## config.mk

```make
export PLATFORM = sky130hd
export DESIGN_NAME = pipe_stage_skid
export DESIGN_NICKNAME = d
export VERILOG_FILES = /design/src/rtl/pipe_pkg.sv /design/src/rtl/pipe_stage_skid.sv
export SDC_FILE = /design/constraint.sdc
export NUM_CORES = 1
export LEC_CHECK = 0
export CORE_MARGIN = 2
export CORE_UTILIZATION = 40
export DETAILED_ROUTE_END_ITERATION = 8
export PLACE_DENSITY = 0.72
export SKIP_LAST_GASP = 1
export SLEW_MARGIN = 20
export SYNTH_ARGS = -nofsm -noshare
export SYNTH_HDL_FRONTEND = slang
export SYNTH_SLANG_ARGS = --single-unit
```

## constraint.sdc

```tcl
create_clock -name clk -period 2.5 [get_ports clk]
set_input_delay 0.5 -clock clk [delete_from_list [all_inputs] [get_ports clk]]
set_output_delay 0.5 -clock clk [all_outputs]
set_load 0.02 [all_outputs]
```

## src/rtl/pipe_pkg.sv

```systemverilog
// Shared pipeline definitions: stage occupancy states and the fetch->decode payload layout.
package pipe_pkg;

   localparam logic [1:0] EMPTY = 2'd0;
   localparam logic [1:0] ONE   = 2'd1;
   localparam logic [1:0] FULL  = 2'd2;

   localparam logic [31:0] NOP_INSTR = 32'h00000013;

   typedef struct packed {
      logic [31:0] pc;
      logic [31:0] pc_plus_four;
      logic [31:0] instr;
   } fd_payload_t;

   localparam int unsigned FD_PAYLOAD_W = $bits(fd_payload_t);

   // Empty fetch->decode slot decodes as a NOP
   localparam fd_payload_t FD_BUBBLE = '{pc: 32'd0, pc_plus_four: 32'd0, instr: NOP_INSTR};

endpackage

```

## src/rtl/pipe_stage_skid.sv

```systemverilog
// Valid/ready pipeline stage with flush-to-bubble; REG_READY selects a two-entry skid buffer
// (registered in_ready) or a single entry (combinational in_ready).
module pipe_stage_skid
   import pipe_pkg::*;
#(
   parameter int unsigned      WIDTH     = 96,
   parameter logic [WIDTH-1:0] BUBBLE    = {WIDTH{1'b0}},
   parameter bit               REG_READY = 1'b1
) (
   input  logic             clk,
   input  logic             reset,
   input  logic             flush,
   input  logic             in_valid,
   output logic             in_ready,
   input  logic [WIDTH-1:0] in_data,
   output logic             out_valid,
   input  logic             out_ready,
   output logic [WIDTH-1:0] out_data,
   output logic [1:0]       occupancy
);

   logic [1:0]       r_state;
   logic [WIDTH-1:0] r_main;
   logic             w_in_fire;
   logic             w_out_fire;

   assign out_valid  = (r_state != EMPTY);
   assign out_data   = r_main;
   assign occupancy  = r_state;
   assign w_in_fire  = in_valid & in_ready;
   assign w_out_fire = out_valid & out_ready;

   generate
      if (REG_READY) begin : g_skid
         logic [WIDTH-1:0] r_skid;

         // Flop-only ready: the skid entry absorbs the beat caught by a late out_ready drop
         assign in_ready = !reset && (r_state != FULL);

         always_ff @(posedge clk) begin
            if (reset || flush) begin
               r_state <= EMPTY;
               r_main  <= BUBBLE;
               r_skid  <= BUBBLE;
            end else begin
               case (r_state)
                  EMPTY: begin
                     if (w_in_fire) begin
                        r_main  <= in_data;
                        r_state <= ONE;
                     end
                  end
                  ONE: begin
                     if (w_in_fire && w_out_fire) begin
                        r_main <= in_data;
                     end else if (w_in_fire) begin
                        r_skid  <= in_data;
                        r_state <= FULL;
                     end else if (w_out_fire) begin
                        r_main  <= BUBBLE;
                        r_state <= EMPTY;
                     end
                  end
                  FULL: begin
                     if (w_out_fire) begin
                        r_main  <= r_skid;
                        r_skid  <= BUBBLE;
                        r_state <= ONE;
                     end
                  end
                  default: begin
                     r_state <= EMPTY;
                     r_main  <= BUBBLE;
                     r_skid  <= BUBBLE;
                  end
               endcase
            end
         end
      end else begin : g_single
         assign in_ready = !reset && (!out_valid || out_ready);

         always_ff @(posedge clk) begin
            if (reset || flush) begin
               r_state <= EMPTY;
               r_main  <= BUBBLE;
            end else begin
               case (r_state)
                  EMPTY: begin
                     if (w_in_fire) begin
                        r_main  <= in_data;
                        r_state <= ONE;
                     end
                  end
                  ONE: begin
                     if (w_in_fire) begin
                        r_main <= in_data;
                     end else if (w_out_fire) begin
                        r_main  <= BUBBLE;
                        r_state <= EMPTY;
                     end
                  end
                  default: begin
                     r_state <= EMPTY;
                     r_main  <= BUBBLE;
                  end
               endcase
            end
         end
      end
   endgenerate

endmodule

```

## Word-level counts from Yosys, hierarchy flattened

Cells that the tools add are included.

| storage, ports and cells | value |
|---|---|
| logic and storage cells | 39 |
| output and inout port bits | 100 |
| register bits after elaboration | 194 |
| bits of input ports | 101 |

| cells by class | value |
|---|---|
| equality and inequality tests | 10 |
| bitwise operators | 3 |
| reductions and logical operators | 9 |
| muxes and demuxes | 14 |

Operators by type and width:

| operator | number |
|---|---|
| $mux 96 | 6 |
| $pmux 96 s3 | 2 |
| $reduce_and 4->1 | 3 |
| $mux 2 | 5 |
| $ne 2x2->1 const B | 5 |
| $ne 3x3->1 const B | 3 |
| $pmux 2 s3 | 1 |
| $and 1x1->1 | 2 |
| $eq 2x1->1 const B | 1 |
| $eq 2x2->1 const B | 1 |
| $logic_and 1x1->1 | 2 |
| $logic_not 2->1 | 1 |
| $reduce_bool 2->1 | 1 |
| $logic_not 1->1 | 1 |
| $logic_or 1x1->1 | 1 |
| $not 1->1 | 1 |

## Depth between registers and ports, before layout

Gate-level depths: netlist (run 1).

| depth | value |
|---|---|
| depth in word-level cells | 6 |
| depth in mapped cells | 9 |
| mapped depth without buffers | 4 |

## Worst setup path before layout (run 1)

No wires, ideal clock.

| timing path | value |
|---|---|
| path type | reg-to-output |
| start | reg r_state[0], in the netlist occupancy[0] |
| end | out out_valid |
| path buffers | 4 |
| cell stages (with the launch flop) | 6 |
| required time | 2.000 ns |
| slack | 0.371 ns |
| data arrival time | 1.629 ns |
| cell sequence | dfxtp_1 -> buf_6 -> clkbuf_1 -> clkbuf_1 -> clkbuf_1 -> or2_2 |

| on the way | value |
|---|---|
| cells in the longest elaborated chain, start to end | 1 |

Ends and longest elaborated chain:

| element | line | RTL |
|---|---|---|
| start: declaration | pipe_stage_skid.sv:22 | `logic [1:0] r_state;` |
| start signal: assignment | pipe_stage_skid.sv:42 | `r_state <= EMPTY;` |
| start signal: assignment | pipe_stage_skid.sv:50 | `r_state <= ONE;` |
| start signal: assignment | pipe_stage_skid.sv:58 | `r_state <= FULL;` |
| $reduce_bool 2->1 | pipe_stage_skid.sv:27 | `assign out_valid = (r_state != EMPTY);` |
| end: declaration | pipe_stage_skid.sv:16 | `output logic out_valid,` |

No other way between the ends.

## Worst setup path in the final report (run 1)

| timing path | value |
|---|---|
| start | in reset |
| end | out in_ready |

| on the way | value |
|---|---|
| cells in the longest elaborated chain, start to end | 2 |

Ends and longest elaborated chain:

| element | line | RTL |
|---|---|---|
| start: declaration | pipe_stage_skid.sv:11 | `input logic reset,` |
| $logic_not 1->1 | pipe_stage_skid.sv:38 | `assign in_ready = !reset && (r_state != FULL);` |
| $logic_and 1x1->1 | pipe_stage_skid.sv:38 |  |
| end: declaration | pipe_stage_skid.sv:14 | `output logic in_ready,` |

No other way between the ends.

==> results by group, run 1 <==
Timing
  – RSZ-0062 raised after global routing: no
  – Period utilisation layout: between 90% and 100%
  – Fin Setup TNS: 0 ns
  – Slew margin rel.: 62.5%
  – Fmax: about 430 MHz
  – Final hold violations: 0
  – Post-route minimum period: 2.34 ns
  – Tightest Pin Transition: ~0.56 ns
  – Final Max Slew Viols: 0
  – Setup violators final: 0
  – Final setup skew: approximately 0.013 ns

Yosys
  – Asr flop ratio synth: 0%
  – Area share of fa/ha/maj cells after synthesis: 0%
  – Largest family of logic cells by synthesized area: multiplexers
  – Cell Area, Synth: 9390 um^2
  – Most frequent cell after synthesis: nor2_1
  – Mapped Avg Cell Area: 9.48 um^2
  – Post-synth EDFFs: 0
  – Mapped Nets: between 1k and 1.5k
  – Biggest area consumer among synthesized cells: dfxtp_1
  – Post-synthesis cell count: a little under 1k
  – Synth Area in XOR/XNOR: 0%
  – Post-synthesis compound-gate area fraction: between 10% and 20%
  – Ys flop type: dfxtp_1
  – Ranking of synthesized cells by area: dfxtp_1, mux2i_1, o2bb2ai_1
  – #FFs+latches synth: a little under 200
  – Post-Synth Simple-Gate Area: ~15%
  – Most instantiated cells after synthesis: nor2_1, dfxtp_1, mux2i_1, and2_1, o2bb2ai_1
  – Yosys cell types: 24
  – Mux cell area share after synthesis: about a fifth
  – Yosys top cell area share: between 40 and 50%
  – Total of warnings raised by yosys: 0
  – Sequential share of the synthesized area: 41.4%

Floorplan
  – Rows: 56
  – Effective utilization at floorplan: ~40%
  – Ports: ~200
  – Die H: between 150 and 200 um
  – Die width: 157 um
  – Die footprint: 24,700 um^2
  – Core Area: 23,300 um^2

Global routing
  – GR Util met3: around 4.4%
  – GRT busiest layer: met2
  – Global routing usage on met2: between 30% and 40%
  – First-pass GRT wire length: approximately 40 mm
  – Largest net degree at the start of global routing: 70
  – Initial antenna violation count: 1
  – GR Overflow Total: 0
  – M1 GR Usage: between 20 and 30%
  – GRT Util Overall: 20.1%
  – Vias in the first global route: 7,488

Critical path
  – WP buf/inv: 2
  – CP Launch Type: primary input
  – Crit path DAT: 1.84 ns
  – Crit end category: output port
  – Slowest CP cell: clkdlybuf4s50_1
  – Setup Crit Path Kind: primary input to output port
  – Reg2reg path depth: 6
  – Cell family with the largest share of critical-path delay: buffers and inverters
  – Worst-path fanout max: 6
  – WP depth: 3
  – Reg2reg setup slack: about 0.5 ns
  – Critical Path RT: ~2.0 ns
  – Most Frequent Cell on Critical Path: clkdlybuf4s50_1
  – Crit-path cells: clkdlybuf4s50_1, nor2_1, clkdlybuf4s50_1
  – Worst path max stage delay: between 0.6 and 0.7 ns

Run
  – Max cap viols: 0

Detailed routing
  – DR pass1 iterations: 7
  – Wire length per cell: 16.8 um
  – Routed WL: 24.9 mm
  – Number of routed nets with antenna violations: 0
  – Routed vias/inst: roughly 5.3
  – DRC viols: 0
  – Vias: 7,810
  – First DRT Iteration DRCs: about 350

CTS
  – Clk slew on worst S/H paths: about 0.07 ns
  – Clock latency on the worst-skew pair: approximately 0.43 ns
  – CTS Buf Count: 17
  – Hold Buf Count CTS: 0
  – Longest Clk Path Bufs: 2
  – Number of H-tree levels: 4
  – CTS tree: built
  – Post-CTS Setup Inserts: 0
  – Clock sink count: about 190
  – Root buffer cell: clkbuf_16

Worst hold path
  – Hold path cells: 2
  – Hold crit path type: flop to flop

Layout
  – ANT cells: 0
  – Layout Area Growth over Synthesis: 32.8%
  – Nets: approximately 1.2k
  – Share of cells above drive strength 1: 7.60%

Place
  – Final HPWL DP: ~16 mm
  – Gpl congestion: 0.748
  – Port bufs: 200

Pwr
  – Design Power: between 6 and 7 mW
  – Max VDD drop: 380 uV
  – Pwr dens: ~560 nW/um^2
  – P_leak: ~4 nW

Status
  – Run status: finished, final reports clean
-- layout make-up --
| class | count | area (um^2) |
|---|---|---|
| sequential | 194 | 3890 |
| clock buffer | 18 | 429 |
| multi-input combinational | 694 | 5060 |
| fill | 2128 | 10800 |
| tap | 319 | 399 |
| timing repair buffer | 238 | 2540 |
| clock inverter | 14 | 146 |
-- path summary, 6_finish.rpt --
| kind | to | start |
|---|---|---|
| hold reg to reg | g_skid.r_skid[27] | g_skid.r_skid[27] |
| setup reg to reg | out_data[63] | occupancy[0] |
| setup / recovery | in_ready | reset |
| hold / removal | g_skid.r_skid[27] | g_skid.r_skid[27] |
-- registers in the layout (all words and copies together), names as in the netlist --
register / cells
g_skid.r_skid: 96
out_data: 96
occupancy: 2
-- worst register-to-register path, delay by kind of cell, from the launching register on --
family / cells / cell delay [ns]
flops: 1 / 0.51
compound gates: 2 / 0.43
simple gates: 2 / 0.38
buf+inv: 2 / 0.63
-- cell families after synthesis --
family                 Yosys count
buffers and inverters          102
DFF                            194
muxes                          193
AOI/OAI and AO/OA              199
and+or+nand+nor                302
-- repair_timing --
item                                    in CTS  in global routing
gates resized for setup                      0                  1
endpoints found under the setup margin       0                  1
endpoints found under the hold margin        0                  0
-- report_power, final --
part	switching, mW	leakage [nW]	internal, mW
clock network	1.36	0.279	1.34
logic	0.541	2.19	0.508
registers	0.0369	1.57	3.13
-- metrics by stage --
| step | cell area [um^2] | utilization (%) | worst slack [ns] | hold slack (ns) | cells |
|---|---|---|---|---|---|
| 2_1_floorplan | 9390 | - | 0.371 | 0.460 | 990 |
| 3_3_place_gp | 11900 | 51.1 | 0.142 | 0.472 | 1445 |
| 3_5_place_dp | 11900 | 51.1 | 0.111 | 0.481 | 1445 |
| 4_1_cts | 12500 | 53.6 | 0.0473 | 0.500 | 1477 |
| 5_1_grt | 12500 | 53.6 | 0.0929 | 0.521 | 1477 |
| 6_report | 12500 | 53.6 | 0.158 | 0.496 | 1477 |
-- layer usage --
layer,vias to the layer above,share of wire (%)
met4,0,1.2
met5,-,0
li1,3843,-
met1,3727,48
met3,19,6.1
met2,221,45
-- cells in the final DEF (no fill, tap or decap) --
cell             instances
and3b_1                  1
and2_1                  96
nor2_1                 195
clkinv_4                 4
dfxtp_1                192
or2_4                    1
a22oi_2                 10
buf_12                  20
o22a_4                   1
a211o_4                  1
nor3b_1                  2
clkinv_8                 2
nor3_1                   1
nor2b_4                  1
inv_8                    4
clkdlybuf4s50_1        200
clkbuf_1                 1
o22a_1                   1
nor4b_1                  1
o2bb2ai_1               96
mux2i_1                193
buf_4                   17
nor2b_1                  1
a22o_4                   1
clkinvlp_4               1
nor4bb_4                 1
a22oi_1                 86
a21oi_1                  3
buf_6                    1
inv_6                    3
clkbuf_16               17
or3b_1                   1
dfxtp_4                  2
or2_2                    1
Note: power is estimated with default switching activity, not from simulation.
==> run 2: changes to the inputs <==
- CTS_CLUSTER_SIZE: not set -> 12
==> results of run 2 <==
Final layout, timing and power as in run 1 (identical DEF).
